### config.mk
export PLATFORM = sky130hd
export DESIGN_NAME = busy_table
export DESIGN_NICKNAME = d
export VERILOG_FILES = /design/src/rtl/busy_table.sv
export SDC_FILE = /design/constraint.sdc
export NUM_CORES = 1
export LEC_CHECK = 0
export CORE_MARGIN = 3
export CORE_UTILIZATION = 57
export DETAILED_ROUTE_END_ITERATION = 16
export PLACE_DENSITY = 0.9
export REMOVE_ABC_BUFFERS = 1
export SYNTH_ARGS = -nofsm -noshare
export SYNTH_HDL_FRONTEND = slang
export SYNTH_SLANG_ARGS = --single-unit
### constraint.sdc
create_clock -name clk -period 9.47 [get_ports clk]
set_input_delay 1.894 -clock clk [delete_from_list [all_inputs] [get_ports clk]]
set_output_delay 1.894 -clock clk [all_outputs]
set_load 0.005 [all_outputs]
### src/rtl/busy_table.sv
// Busy-bit store for the physical register file.
// The map stage sets or clears one bit per cycle. Writeback ports clear bits.
// Read ports report operand readiness combinationally, and a same-cycle
// writeback clear is forwarded into the read result.
// A registered popcount of the busy bits tracks the bit vector exactly.
module busy_table #(
  parameter  int PHY_RF_DEPTH = 128,
  parameter  int NUM_WB       = 2,
  parameter  int NUM_RD       = 4,
  localparam int PRA_W        = $clog2(PHY_RF_DEPTH)
) (
  input  logic                    clk,
  input  logic                    rst,
  input  logic                    busy_table_wr_en,
  input  logic [PRA_W-1:0]        busy_table_wr_addr,
  input  logic                    busy_table_data_in,
  input  logic [NUM_WB-1:0]       wb_valid,
  input  logic [NUM_WB*PRA_W-1:0] wb_addr,
  input  logic                    flush,
  input  logic [NUM_RD*PRA_W-1:0] rd_addr,
  output logic [NUM_RD-1:0]       rd_busy,
  output logic [PRA_W:0]          busy_count
);

  // Addresses at or above this limit do not exist. They are only reachable
  // when the depth is not a power of two.
  localparam logic [PRA_W:0] DEPTH_LIM = (PRA_W+1)'(PHY_RF_DEPTH);

  logic [PHY_RF_DEPTH-1:0] bits_q, bits_d;
  logic [PRA_W:0]          count_q, count_d;

  function automatic logic in_range(input logic [PRA_W-1:0] a);
    return {1'b0, a} < DEPTH_LIM;
  endfunction

  // True when any valid writeback port targets address a in this cycle.
  function automatic logic wb_hit(input logic [PRA_W-1:0] a);
    logic hit;
    hit = 1'b0;
    for (int k = 0; k < NUM_WB; k++) begin
      if (wb_valid[k] && (wb_addr[k*PRA_W +: PRA_W] == a)) hit = 1'b1;
    end
    return hit;
  endfunction

  // Next-state bits. Clears are applied first and the map write last, so a
  // map write of 1 wins over a clear and a map write of 0 also ends at 0.
  // A flush wipes everything, and entry 0 is always forced to ready.
  always_comb begin
    // NOTE: default every always_comb output first so no path can infer a latch.
    bits_d = bits_q;
    for (int k = 0; k < NUM_WB; k++) begin
      if (wb_valid[k] && in_range(wb_addr[k*PRA_W +: PRA_W])) begin
        bits_d[wb_addr[k*PRA_W +: PRA_W]] = 1'b0;
      end
    end
    if (busy_table_wr_en && in_range(busy_table_wr_addr)) begin
      bits_d[busy_table_wr_addr] = busy_table_data_in;
    end
    bits_d[0] = 1'b0;
    if (flush) bits_d = '0;
  end

  // Population count of the post-update vector. It is registered together
  // with the bits, so busy_count always matches what the read ports see.
  always_comb begin
    count_d = '0;
    for (int i = 0; i < PHY_RF_DEPTH; i++) begin
      count_d = count_d + (PRA_W+1)'(bits_d[i]);
    end
  end

  // State registers with a synchronous reset. Reset takes priority over
  // every write in the same cycle.
  always_ff @(posedge clk) begin
    // NOTE: the busy bits are plain flops rather than a RAM, so they are all
    // reset; issue logic must never see a stale busy bit after reset.
    if (rst) begin
      bits_q  <= '0;
      count_q <= '0;
    end else begin
      // NOTE: use non-blocking assignments for sequential state so that every
      // flop samples values from before the edge.
      bits_q  <= bits_d;
      count_q <= count_d;
    end
  end

  // Read ports. A same-cycle writeback clear is forwarded into the result.
  // A same-cycle map set is not forwarded.
  always_comb begin
    rd_busy = '0;
    for (int j = 0; j < NUM_RD; j++) begin
      rd_busy[j] = in_range(rd_addr[j*PRA_W +: PRA_W])
                 && bits_q[rd_addr[j*PRA_W +: PRA_W]]
                 && !wb_hit(rd_addr[j*PRA_W +: PRA_W]);
    end
  end

  assign busy_count = count_q;

endmodule

==> results of run 1 <==
metal layers:
layer / GRT usage, % / overflow
met1: 76.9 / 4
met2: 88.5 / 37
met3: 73.2 / 11
met4: 73.4 / 48
met5: 54.2 / 1
synthesized netlist by cell type (3+ instances only):
master / instances
nand3_1: 113
a221oi_1: 11
a22oi_1: 103
mux4_1: 7
o2111ai_1: 11
nor2b_1: 57
a221o_1: 3
nand4_1: 18
inv_1: 119
and3_1: 23
xnor2_1: 38
nand2_1: 111
mux2_2: 7
nor4_1: 6
fa_1: 114
a2111oi_0: 4
a21oi_1: 39
buf_1: 25
nand3b_1: 8
dfxtp_1: 135
mux2i_1: 32
nor3b_1: 18
nor3_1: 58
o211ai_1: 82
nor4b_2: 6
ha_1: 25
nor4b_1: 3
or3_1: 3
a21o_1: 65
mux4_2: 126
nor4bb_1: 3
xor2_1: 18
a31oi_1: 32
nor2_1: 142
clkbuf_1: 115
nand2b_1: 14
buf_2: 23
and4b_1: 3
o21ai_0: 18
buf_6: 3
buf_4: 8
per-stage QoR:
step / hold WS (ns) / instance area [um2] / TNS (ns)
after detailed placement: 0.631 / 19600 / -6.98
after global placement: 0.610 / 19600 / -4.96
after CTS: 0.642 / 21100 / -0.752
after floorplan: 0.564 / 15500 / -2.66
kinds of logic after synthesis:
| family | count (synthesis) | synth area share [%] |
|---|---|---|
| AND/OR/NAND/NOR | 595 | 18.5 |
| AO/OA/AOI/OAI | 394 | 17.4 |
| buffers and inverters | 294 | 7.36 |
| multiplexers | 172 | 21.1 |
| adder cells (fa/ha/maj) | 139 | 16.0 |
| flip-flops | 135 | 16.6 |
| XOR/XNOR | 56 | 3.02 |
repair_timing:
action,in CTS
gates resized for setup,206
endpoints found under the setup margin,7
setup buffers,62
pin swaps,57
==> impl_metrics.ini, run 1 <==
[run_status]
toolErrorMsg = [ERROR GRT-0116] Global routing finished with congestion. Check the congestion regions in the DRC Viewer.
haltStage = global routing (5_1_grt)
status = did not finish

[clocking]
cts_buffer_depth = 2
cts_max_level = 4
cts.root.buffer_cell = clkbuf_16
hold_fix_buffer_count_after_cts = 0
tritoncts.num_buffers = 17
cts_num_sinks = 135

[logic_synthesis]
synth.top_cell.area_share_pct = 17.5
synth_top_area_cell = mux4_2
synth_seq_area_share_pct = 16.6
cell_area_synth_mm2 = 0.0163
synth_area_per_cell_um2 = 9.10
ys_top_cells_by_area = mux4_2 (17%), dfxtp_1 (17%), fa_1 (14%)
syn_inst = 1785
netlist-cell-type-count = 67
synth_flop_cell = dfxtp_1
ys_ff_latch = 135
synth_async_sr_flop_share_pct = 0
ys_warn_count = 0
synth_enable_flop_cells = 0

[global_route]
grt_pass1_wl_um = 175000
gr_usage_total_pct = 78.3
grt_max_degree = 99
grt_overflow_total = 101
first_global_vias = 25100

[floorplan]
start_util_pct = 58.2
rows = 61
dieHeight_um = 175
floorplan.io_pins = 68
die_wd_um = 175

[place]
placedCellCount = 2423
dp_hpwl_um = 57500
dp_worst_setup_slack_ns = -1.45
port_buffers = 67
gp_routability_congestion = 1.20
==> run 2, diff against run 1 <==
--- a/config.mk
+++ b/config.mk
@@ -6,9 +6,9 @@
 export NUM_CORES = 1
 export LEC_CHECK = 0
 export CORE_MARGIN = 3
-export CORE_UTILIZATION = 57
+export CORE_UTILIZATION = 40
 export DETAILED_ROUTE_END_ITERATION = 16
-export PLACE_DENSITY = 0.9
+export PLACE_DENSITY_LB_ADDON = 0.15
 export REMOVE_ABC_BUFFERS = 1
 export SYNTH_ARGS = -nofsm -noshare
 export SYNTH_HDL_FRONTEND = slang
==> constraint.sdc (replaced) <==
create_clock -name clk -period 12.3 [get_ports clk]
set_input_delay 2.46 -clock clk [delete_from_list [all_inputs] [get_ports clk]]
set_output_delay 2.46 -clock clk [all_outputs]
set_load 0.005 [all_outputs]
==> run 2 against run 1 <==
- synthesized area unchanged
- the flow now finishes without violations
- synthesized cell count unchanged
==> impl_metrics.ini, run 2 <==
[timing]
clock-skew-final_ns = 0.0149
max_slew.worst_pin.slew_ns = 1.16
setup_total_negative_slack_ns = 0
setup-violations-final = 0
grt_setup_unrepaired = false
fin_crit_sh_pct = 93.2
timing.slew.headroom_pct = 22.7
fmaxAchievable_mhz = 87.3
timing.final.crit_period_ns = 11.46
final-hold-violation-count = 0
timing.final.max_slew_violations = 0

[floorplan]
core_mm2 = 0.0399
floorplan.io_pins = 68
rows = 73
die_wd_um = 208
start_util_pct = 40.7
dieHeight_um = 208
die-area_mm2 = 0.0431

[routing]
wire_per_inst_um = 32.8
drtAntennaViolNets = 0
tritonroute_pass_1_iters = 8
via_count = 16200
drc_errors = 0
wl_um = 77100
viasPerCell = 6.90
detail_route.iter0.violations = 2791

[pwr]
internal_power_mw = 0.863
cellPowerDensity_mw_per_mm2 = 69.0
vdd.ir_drop.worst_mv = 0.0887
switching_share_of_total_power_pct = 32.0
total_leakage_power_nw = 6.56
pwr-share-comb_pct = 20.2
clock_power_share_pct = 45.3
power.switching_mw = 0.406
p_seq_share_pct = 34.5

[clocking]
cts.reportedPaths.clkPinSlew_ns = 0.07
ctsResizeCount = 0
cts.root.buffer_cell = clkbuf_16
hold_fix_buffer_count_after_cts = 0
cts_max_level = 4
tritoncts.num_buffers = 17
worstSkewPairLatency_ns = 0.46
tritoncts = done
post_cts.repair.setup_buffers = 0
cts_num_sinks = 135
cts_buffer_depth = 2

[setup_path]
cpLargestDelayFamily = adder cells
setup.worst_path.end_class = flop
worstPathBufferInverterCount = 6
critPathLaunchType = input port
path_max_fanout = 14
path_common_cell = fa_1
worst_ep_arrival_time_ns = 11.76
critical_setup_path_kind = input port to flop
worst_path_largest_cell_delay_ns = 1.04
cpMaxStageDelayCell = and4bb_1
required_time_at_the_worst_slack_endpoint_ns = 12.60

[global_route]
grt_max_degree = 71
first_global_vias = 15700
grt_antenna_before_repair = 2
gr_usage_total_pct = 35.3
grt_overflow_total = 0
grt_pass1_wl_um = 112000

[final_layout]
design.final.nets = 2010
mostFrequentLayoutCell = nor2_1
antenna_cells_inserted = 0
largest_reg_by_ff_count = bits_q
number_of_flip_flops_in_the_largest_register = 127
final_cell_mix = nor2_1 (140), dfxtp_1 (135), mux4_2 (126), inv_1 (119), buf_4 (118)
layout.cell_area.non_filler_mm2 = 0.0184
drive_gt1_share_pct = 17.0
areaGrowthSynthToFinish_pct = 13.2

[logic_synthesis]
synth_flop_cell = dfxtp_1
ys_ff_latch = 135
yosys.cell_count.top_type = nor2_1
synth_seq_area_share_pct = 16.6
syn_inst = 1785
ys_top_cells_by_area = mux4_2 (17%), dfxtp_1 (17%), fa_1 (14%)
netlist-cell-type-count = 67
synth_async_sr_flop_share_pct = 0
ys_warn_count = 0
synth_enable_flop_cells = 0
synth_area_per_cell_um2 = 9.10
synth_top_area_cell = mux4_2
netlist_top_cells_count = nor2_1 (142), dfxtp_1 (135), mux4_2 (126), inv_1 (119), clkbuf_1 (115)
synth.top_cell.area_share_pct = 17.5
cell_area_synth_mm2 = 0.0163

[run_status]
status = finished clean

[job]
max_cap_viols = 0

[place]
dpl_cell_area_mm2 = 0.0178
port_buffers = 67
gp_routability_congestion = 1.01
dp_hpwl_um = 56100

[hold_path]
min-delay-path-class = flop to flop
run 2: worst min-delay path, cell delays in order (launching register included):
cell,delay (ns)
dfxtp_1,0.35
a31oi_1,0.19
nor3_1,0.06
run 2: area by class of cell:
cell class,count,area (um2)
Sequential cell,135,2700
Inverter,119,447
Multi-Input combinational cell,1356,12400
Fill cell,3831,21500
Tap cell,525,657
Clock buffer,18,429
Clock inverter,14,199
Timing Repair Buffer,186,1570
run 2: metal layers:
layer,up-vias,GRT usage [%],share of wire [%]
li1,6666,-,-
met4,2,19.1,7.0
met2,1378,51.5,42
met5,-,0,0.019
met1,7868,46.3,36
met3,315,12.0,15
run 2: worst paths after layout:
kind	from	end	slack [ns]	cells after the start
worst min register to register	bits_q[24]$_SDFF_PP0_	bits_q[24]$_SDFF_PP0_	0.65	2
worst max register to register	bits_q[98]$_SDFF_PP0_	busy_count[6]$_SDFF_PP0_	4.02	27
worst min-delay path	bits_q[24]$_SDFF_PP0_	bits_q[24]$_SDFF_PP0_	0.65	2
worst max-delay path	wb_addr[0]	busy_count[6]$_SDFF_PP0_	0.84	29
run 2: cells by family (layout without fill, tap and decap cells):
logic type      count (synthesis)  count (layout)  share of synthesized area, %
compound gates                394             394                          17.4
xor+xnor                       56              56                          3.02
fa+ha+maj                     139             139                          16.0
buf+inv                       294             337                          7.36
flops                         135             135                          16.6
mux                           172             172                          21.1
simple gates                  595             595                          18.5
run 2: metrics by stage:
| step | total power [mW] | hold slack [ns] | setup WS [ns] | std cells | util, % |
|---|---|---|---|---|---|
| floorplan | 0.531 | 0.564 | 1.46 | 1610 | - |
| global placement | 0.694 | 0.618 | 0.534 | 2321 | 44.5 |
| detailed placement | 0.695 | 0.626 | 0.520 | 2321 | 44.5 |
| CTS | 1.26 | 0.638 | 0.948 | 2353 | 46.1 |
| global route | 1.29 | 0.683 | 0.341 | 2353 | 46.1 |
| finish | 1.27 | 0.646 | 0.840 | 2353 | 46.1 |
run 2: power groups by stage:
| stage | registers [mW] | logic [mW] | clock network [mW] |
|---|---|---|---|
| 6_report | 0.438 | 0.256 | 0.574 |
| 5_1_grt | 0.438 | 0.264 | 0.590 |
| 4_1_cts | 0.438 | 0.247 | 0.578 |
| 3_5_place_dp | 0.448 | 0.246 | 0 |
| 3_3_place_gp | 0.448 | 0.246 | 0 |
| 2_1_floorplan | 0.448 | 0.0834 | 0 |
Note: power is estimated with default switching activity, not from simulation.
==> run 3, diff against run 2 <==
--- a/config.mk
+++ b/config.mk
@@ -5,6 +5,7 @@
 export SDC_FILE = /design/constraint.sdc
 export NUM_CORES = 1
 export LEC_CHECK = 0
+export CORE_ASPECT_RATIO = 2
 export CORE_MARGIN = 3
 export CORE_UTILIZATION = 40
 export DETAILED_ROUTE_END_ITERATION = 16
@@ -13,3 +14,4 @@
 export SYNTH_ARGS = -nofsm -noshare
 export SYNTH_HDL_FRONTEND = slang
 export SYNTH_SLANG_ARGS = --single-unit
+export TNS_END_PERCENT = 30
==> constraint.sdc (replaced) <==
create_clock -name clk -period 9.4 [get_ports clk]
set_input_delay 1.88 -clock clk [delete_from_list [all_inputs] [get_ports clk]]
set_output_delay 1.88 -clock clk [all_outputs]
set_load 0.005 [all_outputs]
==> run 3 against run 2 <==
- the flow now finishes with violations (setup timing)
- non-clock buffer count up 378
- clock power rose by 29%
- flip-flop and latch count stayed put
- register-to-register slack worse by 2.8 ns
- via count up 12%
- final area up 21%
==> impl_metrics.ini, run 3 (same netlist as run 2, synthesis figures left out) <==
[hold_path]
hp-start = bits_q[43]$_SDFF_PP0_
min-delay-path-class = flop to flop

[run_status]
violated_checks = setup timing
status = finished, violations left

[floorplan]
core_mm2 = 0.0398
die-area_mm2 = 0.0432
rows = 103
die_wd_um = 149
start_util_pct = 40.8
floorplan.io_pins = 68
dieHeight_um = 291

[place]
placedCellCount = 2659
port_buffers = 67
dp_worst_setup_slack_ns = -1.60
dp_hpwl_um = 75900
gp_routability_congestion = 1.07

[final_layout]
final_cells = 2737
areaGrowthSynthToFinish_pct = 36.9
final_cell_mix = buf_4 (433), nor2_1 (137), dfxtp_1 (135), mux4_2 (126), nand3_1 (111)
largest_reg_by_ff_count = bits_q
nFillCells = 3690
seq_area_mm2 = 0.00270
number_of_flip_flops_in_the_largest_register = 127
mostFrequentLayoutCell = buf_4
drive_gt1_share_pct = 37.1
multiInputGateArea_mm2 = 0.0129
design.final.nets = 2388

[pwr]
total_leakage_power_nw = 8.72
cellPowerDensity_mw_per_mm2 = 79.3
vdd.ir_drop.worst_mv = 0.124
p_total_mw = 1.76

[clocking]
worstSkewPairLatency_ns = 0.48
cts_max_level = 4
cts_num_sinks = 135
tritoncts = done
cts.root.buffer_cell = clkbuf_16
hold_fix_buffer_count_after_cts = 0
tritoncts.num_buffers = 17
cts.reportedPaths.clkPinSlew_ns = 0.07
cts_buffer_depth = 2

[timing]
timing.final.max_slew_violations = 0
timing.final.crit_period_ns = 9.61
fin_hold_ws_ns = 0.680
setup_slack_ns = -0.212
timing.slew.headroom_pct = 26.4
final-hold-violation-count = 0
fin_crit_sh_pct = 102
clock-skew-final_ns = 0.0166
grt_setup_unrepaired = true
setup_total_negative_slack_ns = -0.402
setup-violations-final = 4
max_slew.worst_pin.slew_ns = 1.10
fmaxAchievable_mhz = 104

[global_route]
gr_usage_total_pct = 43.9
grt_antenna_before_repair = 6
first_global_vias = 18600
grt_max_degree = 85
grt_pass1_wl_um = 133000
grt_overflow_total = 0

[routing]
viasPerCell = 6.65
drc_errors = 0
tritonroute_pass_1_iters = 6
via_count = 18200
wl_um = 95200
drtAntennaViolNets = 0
detail_route.iter0.violations = 2113
wire_per_inst_um = 34.8

[setup_path]
cpMaxStageDelayCell = fa_1
startpoint = wb_addr[6]
path_max_fanout = 4
critPathLaunchType = input port
setup.worst_path.end_class = flop
regToRegStartpoint = bits_q[82]$_SDFF_PP0_
critical_setup_path_kind = input port to flop
worst_ep_arrival_time_ns = 9.93
required_time_at_the_worst_slack_endpoint_ns = 9.72
worst_path_largest_cell_delay_ns = 0.64
path_common_cell = fa_1

[job]
max_cap_viols = 0
## run 3: power by group
group	leakage (nW)	switching (mW)	internal, mW
Combinational	7.35	0.270	0.181
Sequential	1.09	0.000871	0.572
Clock	0.288	0.335	0.405
## run 3: repair_timing
item | in CTS | in global routing
endpoints found under the setup margin | 8 | 6
resized for setup | 272 | 7
pin swaps | 76 | 5
buffers inserted | 42 | 1
gates cloned | 1 | 0
## run 3: area by class of cell
class | instances | area share, %
clock buffers | 18 | 1.97
flip-flops and latches | 135 | 12.2
clock inverters | 14 | 0.731
inverters | 119 | 2.01
well taps | 525 | 2.95
diodes | 6 | 0.0675
multi-input cells | 1356 | 58.1
repair buffers | 564 | 22.0
## run 3: path summary, 6_finish.rpt
| kind | to | slack, ns | cells after the start |
|---|---|---|---|
| worst max-delay path | busy_count[6]$_SDFF_PP0_ | -0.21 | 30 |
| worst min-delay path | bits_q[43]$_SDFF_PP0_ | 0.68 | 2 |
| worst max register to register | busy_count[6]$_SDFF_PP0_ | 1.23 | 25 |
| worst min register to register | bits_q[43]$_SDFF_PP0_ | 0.68 | 2 |
## run 3: routing by layer
| metal | vias to the layer above | track usage, % | wire length [um] |
|---|---|---|---|
| met4 | 2 | 43.5 | 12600 |
| met1 | 8919 | 43.8 | 28700 |
| met2 | 1313 | 72.1 | 45600 |
| li1 | 7445 | - | - |
| met5 | - | 0 | 13 |
| met3 | 516 | 10.5 | 8200 |
## run 3: critical path, delay by kind of cell
kind	cells	cell delay, ns
adder cells (fa/ha/maj)	12	5.94
AO/OA/AOI/OAI	7	0.68
buffers and inverters	7	0.77
AND/OR/NAND/NOR	4	0.63
## run 3: through the flow
step           cell area [um2]  util [%]
2_1_floorplan            15500         -
3_3_place_gp             20600      51.8
3_5_place_dp             20600      51.8
4_1_cts                  22200      55.7
5_1_grt                  22200      55.8
6_report                 22200      55.9
==> RTL change 1, RTL diff (flow settings as in run 3) <==
The parameter `NUM_WB` goes from 2 to 1.
--- a/src/rtl/busy_table.sv
+++ b/src/rtl/busy_table.sv
@@ -5,7 +5,7 @@
 // A registered popcount of the busy bits tracks the bit vector exactly.
 module busy_table #(
   parameter  int PHY_RF_DEPTH = 128,
-  parameter  int NUM_WB       = 2,
+  parameter  int NUM_WB       = 1,
   parameter  int NUM_RD       = 4,
   localparam int PRA_W        = $clog2(PHY_RF_DEPTH)
 ) (
Ports: changed (resized wb_addr and wb_valid); port bits go from 68 to 60. No check against the original RTL was run, so the function may have changed too.
==> RTL change 1 against run 3 <==
  * The run ends with capacitance limit, slew limit, setup timing left
  * Final area decreased by 10%
  * Synthesized cell count decreased by 16%
  * Sequential share of layout area increased by 1.4 points
  * First-iteration DRC count decreased by 18%
  * Worst setup slack improved by 180 ps
  * Final cell count decreased by 15%
  * Power decreased by 6.2%
  * Critical path depth increased by 1
  * Sequential cell count unchanged
  * Routed wire length decreased by 16%
  * Area after synthesis decreased by 10%
  * Largest power group unchanged
==> RTL change 1: results (changes against run 3) <==
[sta]
relSlewSlack_pct=-6.33  ; was 26.4%
fin_ws_ps=-30.6  ; was -212 ps
fin_hold_ws_ps=666  ; was 680 ps
maxSlewViolCount=1  ; was 0
final.min_clock_period_ps=9430  ; was 9610 ps
setup_viol=1  ; was 4
setup-tns-final_ps=-30.6  ; was -402 ps
skew_ps=15.8  ; was 16.6 ps

[worst_setup_path]
path_max_fanout=13  ; was 4
worstPathArrival_ps=9750  ; was 9930 ps
regToRegSetupSlack_ps=1690  ; was 1230 ps
critPathSlowestCell=fa_1  ; unchanged
r2r.worst_path.cells=26  ; was 25

[outcome]
violations=capacitance limit, slew limit, setup timing  ; was setup timing
outcome=finished with violations  ; unchanged

[global_routing]
grt_pass1_wl_um=112000  ; was 133000 µm
grt_max_degree=52  ; was 85
grt_pass1_vias=16000  ; was 18600
grt_usage_pct=41.2  ; was 43.9%

[clock_network]
numCtsBuffers=17  ; unchanged
clk_latency_ps=460  ; was 480 ps

[hold_path]
hold_end=bits_q[38]$_SDFF_PP0_  ; was bits_q[43]$_SDFF_PP0_
min_from=bits_q[38]$_SDFF_PP0_  ; was bits_q[43]$_SDFF_PP0_
holdPathStages=3  ; was 2

[placement]
globalplace.congestion=1.10  ; was 1.07
place_area_um2=17900  ; was 20600 µm²
place_ws_ps=-1210  ; was -1600 ps
post-dp-hpwl_um=59600  ; was 75900 µm

[synthesis]
ys_top_cells_by_area=mux4_2 19%, dfxtp_1 19%, fa_1 16%, o221ai_1 7.6%, nand3_1 5.7%  ; was mux4_2 17%, dfxtp_1 17%, fa_1 14%, a22oi_1 4.8%, o211ai_1 3.8%
ys_types=58  ; was 67
ys_seq_area_share_pct=18.6  ; was 16.6%
synth_common_cells=166 x nand3_1, 135 x dfxtp_1, 127 x o221ai_1  ; was 142 x nor2_1, 135 x dfxtp_1, 126 x mux4_2

[layout]
nFillCells=3234  ; was 3690
layout.nets=2041  ; was 2388
drive_gt1_share_pct=38.4  ; was 37.1%

[power]
powerDensity_nw_per_um2=83.0  ; was 79.3 nW/µm²
peakVddDrop_mv=0.122  ; was 0.124 mV
power.leakage_uw=0.00795  ; was 0.00872 µW
p_sw_uw=544  ; was 606 µW

[routing]
drt_iter0_markers=1741  ; was 2113
viasPerCell=6.79  ; was 6.65
wl_per_cell_um=34.6  ; was 34.8 µm

[run]
maxCapViolations=1  ; was 0

## RTL change 1: metal layers
layer	track usage (%)	wire, µm	up-vias
met2	68.0	38100	1157
li1	-	-	6354
met1	41.0	24000	7669
met3	11.8	7530	556
met5	0	38	-
met4	39.1	10600	6
## RTL change 1: power by group through the flow
stage / Sequential, µW / Combinational, µW / Clock, µW
3_3_place_gp: 586 / 333 / 0
5_1_grt: 573 / 400 / 710
3_5_place_dp: 586 / 333 / 0
4_1_cts: 573 / 347 / 692
6_report: 573 / 393 / 689
2_1_floorplan: 586 / 91.1 / 0
## RTL change 1: tightest hold or removal path: cells and delay by family (launching register included)
family	cells	cell delay, ps
flip-flops	1	350
AO/OA/AOI/OAI	2	220
AND/OR/NAND/NOR	1	50
## RTL change 1: worst max path at each step
stage	start	to	slack (ps)	depth (start not counted)
final	wb_addr[0]	busy_count[6]$_SDFF_PP0_	-30	31
after global routing	wb_addr[3]	busy_count[6]$_SDFF_PP0_	-230	30
after CTS	busy_table_wr_addr[2]	busy_count[6]$_SDFF_PP0_	-140	32
after floorplan	busy_table_wr_addr[0]	busy_count[6]$_SDFF_PP0_	-270	28
after global placement	busy_table_wr_addr[5]	busy_count[6]$_SDFF_PP0_	-1170	31
after detailed placement	busy_table_wr_addr[4]	busy_count[6]$_SDFF_PP0_	-1210	31
## RTL change 1: repair_timing
| action | in CTS | in global routing |
|---|---|---|
| pin swaps | 31 | 58 |
| setup buffers | 23 | 37 |
| endpoints found under the hold margin | 0 | 0 |
| gates cloned | 2 | 3 |
| gates resized for setup | 106 | 170 |
| setup endpoints to repair | 7 | 7 |
## RTL change 1: through the flow
step / cells / power, µW
finish: 2319 / 1660
global route: 2317 / 1680
CTS: 2279 / 1610
detailed placement: 2223 / 920
global placement: 2223 / 920
floorplan: 1374 / 677
## RTL change 1: layout make-up
type,count,share of cell area [%]
Tap cell,450,2.82
Inverter,110,2.07
Clock inverter,12,0.590
Antenna cell,2,0.0251
Timing Repair Buffer,461,20.9
Clock buffer,20,2.29
Sequential cell,135,13.5
Multi-Input combinational cell,1129,57.7
## RTL change 1: kinds of logic (layout without fill, tap and decap cells)
| kind of cell | Yosys count | count (layout) | synth area share (%) |
|---|---|---|---|
| other | 0 | 2 | 0 |
| muxes | 176 | 176 | 22.7 |
| xor gates and xnor gates | 30 | 30 | 1.81 |
| and+or+nand+nor | 469 | 469 | 16.0 |
| buffers and inverters | 239 | 603 | 6.75 |
| adders and majority gates | 139 | 139 | 17.8 |
| DFF | 135 | 135 | 18.6 |
| AOI/OAI and AO/OA | 315 | 315 | 16.3 |
==> RTL change 2, RTL diff (config.mk and constraints of run 3) <==
Made on the original files. Register the inputs `busy_table_wr_en`, `busy_table_wr_addr`, `busy_table_data_in`, `flush` and `rd_addr` before use, cleared by the reset. The logic sees them one clock later. The other inputs are not delayed to match.
--- a/src/rtl/busy_table.sv
+++ b/src/rtl/busy_table.sv
@@ -25,6 +25,28 @@
   // Addresses at or above this limit do not exist. They are only reachable
   // when the depth is not a power of two.
   localparam logic [PRA_W:0] DEPTH_LIM = (PRA_W+1)'(PHY_RF_DEPTH);
+
+  logic busy_table_wr_en_q;
+  logic [PRA_W-1:0] busy_table_wr_addr_q;
+  logic busy_table_data_q;
+  logic flush_q;
+  logic [NUM_RD*PRA_W-1:0] rd_addr_q;
+
+  always_ff @(posedge clk) begin
+    if (rst) begin
+      busy_table_wr_en_q   <= '0;
+      busy_table_wr_addr_q <= '0;
+      busy_table_data_q    <= '0;
+      flush_q              <= '0;
+      rd_addr_q            <= '0;
+    end else begin
+      busy_table_wr_en_q   <= busy_table_wr_en;
+      busy_table_wr_addr_q <= busy_table_wr_addr;
+      busy_table_data_q    <= busy_table_data_in;
+      flush_q              <= flush;
+      rd_addr_q            <= rd_addr;
+    end
+  end
 
   logic [PHY_RF_DEPTH-1:0] bits_q, bits_d;
   logic [PRA_W:0]          count_q, count_d;
@@ -54,11 +76,11 @@
         bits_d[wb_addr[k*PRA_W +: PRA_W]] = 1'b0;
       end
     end
-    if (busy_table_wr_en && in_range(busy_table_wr_addr)) begin
-      bits_d[busy_table_wr_addr] = busy_table_data_in;
+    if (busy_table_wr_en_q && in_range(busy_table_wr_addr_q)) begin
+      bits_d[busy_table_wr_addr_q] = busy_table_data_q;
     end
     bits_d[0] = 1'b0;
-    if (flush) bits_d = '0;
+    if (flush_q) bits_d = '0;
   end
 
   // Population count of the post-update vector. It is registered together
@@ -91,9 +113,9 @@
   always_comb begin
     rd_busy = '0;
     for (int j = 0; j < NUM_RD; j++) begin
-      rd_busy[j] = in_range(rd_addr[j*PRA_W +: PRA_W])
-                 && bits_q[rd_addr[j*PRA_W +: PRA_W]]
-                 && !wb_hit(rd_addr[j*PRA_W +: PRA_W]);
+      rd_busy[j] = in_range(rd_addr_q[j*PRA_W +: PRA_W])
+                 && bits_q[rd_addr_q[j*PRA_W +: PRA_W]]
+                 && !wb_hit(rd_addr_q[j*PRA_W +: PRA_W]);
     end
   end
 
Check against the original RTL: not equivalent (Yosys sat finds a counterexample within 4 cycles, from zero or initial values and one cycle with rst high).
==> RTL change 2 against run 3 <==
  * The run still ends with setup timing left
  * Sequential cell count grew 38
  * Maximum frequency is 1.5% lower
  * Routed wire length grew 1.9%
  * Area after synthesis is 6.1% higher
  * Critical path type unchanged
  * Worst setup slack got worse by 140 ps
  * Power up 9.8%
  * Core utilization fell by 2.6 points
  * Final area increased by 1.9%
  * Final cell count rose by 1.6%
  * Clock power is 2% higher
==> RTL change 2: results (changes against run 3) <==
[hold_path]
hp-class=reg2reg  ; unchanged
min_from=bits_q[55]$_SDFF_PP0_  ; was bits_q[43]$_SDFF_PP0_
holdPathStages=3  ; was 2
hold_end=bits_q[55]$_SDFF_PP0_  ; was bits_q[43]$_SDFF_PP0_

[synthesis]
ys_top_cells_by_area=dfxtp_1 20%, mux4_2 15%, fa_1 13%, nor2_1 3.9%, nor2b_1 3.3%  ; was mux4_2 17%, dfxtp_1 17%, fa_1 14%, a22oi_1 4.8%, o211ai_1 3.8%
ys_seq_area_share_pct=20.1  ; was 16.6%
ys_types=73  ; was 67
synth_common_cells=177 x nor2_1, 173 x dfxtp_1, 118 x inv_1  ; was 142 x nor2_1, 135 x dfxtp_1, 126 x mux4_2

[global_routing]
antenna_found_initial=6  ; unchanged
grt_usage_pct=41.7  ; was 43.9%
grtUsageMet2_pct=67.9  ; was 72.1%
grt_pass1_wl_um=137000  ; was 133000 µm
grt_max_degree=113  ; was 85
met3_usage_pct=11.1  ; was 10.5%
met1_usage_pct=43.1  ; was 43.8%

[sta]
skew_ps=11.5  ; was 16.6 ps
setup_viol=6  ; was 4
setup-tns-final_ps=-1380  ; was -402 ps
relSlewSlack_pct=15.7  ; was 26.4%
fin_ws_ps=-357  ; was -212 ps

[routing]
routed_wl_um=97000  ; was 95200 µm
drt_iter0_markers=2419  ; was 2113
m1WireLength_um=29800  ; was 28700 µm
wl_met3_um=9810  ; was 8200 µm
drtPass1Iterations=8  ; was 6
num_vias=18800  ; was 18200
dr_wl_met2_um=44700  ; was 45600 µm

[layout]
layout.nets=2416  ; was 2388
seq_cells=173  ; was 135
regMostFlops=bits_q  ; unchanged
diodes=2  ; was 6
nFillCells=4010  ; was 3690
multi_input_cells=1394  ; was 1356
buffers_excl_clock=516  ; was 564
area_share_nonclk_buffers_pct=19.8  ; was 22.0%
sh_seq_area_pct=15.3  ; was 12.2%
drive_gt1_share_pct=32.4  ; was 37.1%
clkbuf_count=21  ; was 18

[worst_setup_path]
critPathSlowestCell=or4b_4  ; was fa_1
r2r.worst_path.cells=24  ; was 25
rr_startpoint=busy_table_wr_addr_q[6]$_SDFF_PP0_  ; was bits_q[82]$_SDFF_PP0_
crit_start=wb_addr[3]  ; was wb_addr[6]
cp_slowest_stage_delay_ps=580  ; was 640 ps
path_max_fanout=7  ; was 4
regToRegSetupSlack_ps=430  ; was 1230 ps

[clock_network]
cts-root-buf=clkbuf_16  ; unchanged

[power]
power.leakage_uw=0.00876  ; was 0.00872 µW
peakVddDrop_mv=0.123  ; was 0.124 mV

[outcome]
outcome=finished with violations  ; unchanged
violations=setup timing  ; unchanged

[placement]
io_buffer_count=67  ; unchanged
globalplace.congestion=1.07  ; about the same
post-dp-hpwl_um=71500  ; was 75900 µm
place_ws_ps=-1680  ; was -1600 ps

RTL change 2: metrics by stage:
stage          cell area [µm²]  std cells  hold WS [ps]
2_1_floorplan            16400       1686           564
3_3_place_gp             20800       2661           640
3_5_place_dp             20800       2661           659
4_1_cts                  22500       2768           671
5_1_grt                  22700       2779           698
6_report                 22700       2781           687
RTL change 2: report_power, final:
part	leakage, µW	switching [µW]	internal, µW
clock network	0.000276	367	389
registers	0.00141	35.4	742
logic	0.00708	237	167
total	0.00876	640	1300
RTL change 2: cell families after synthesis:
family	count (synthesis)	synth area share, %
adder cells (fa/ha/maj)	139	15.1
XOR/XNOR	56	2.85
AO/OA/AOI/OAI	425	17.0
multiplexers	173	19.4
AND/OR/NAND/NOR	601	18.1
flip-flops	173	20.1
buffers and inverters	288	7.44
RTL change 2: timing repair:
action,4_1_cts,5_1_grt
gates cloned,2,0
pin swaps,50,47
hold buffers,0,0
setup endpoints to repair,7,7
setup buffers,75,13
resized for setup,172,39
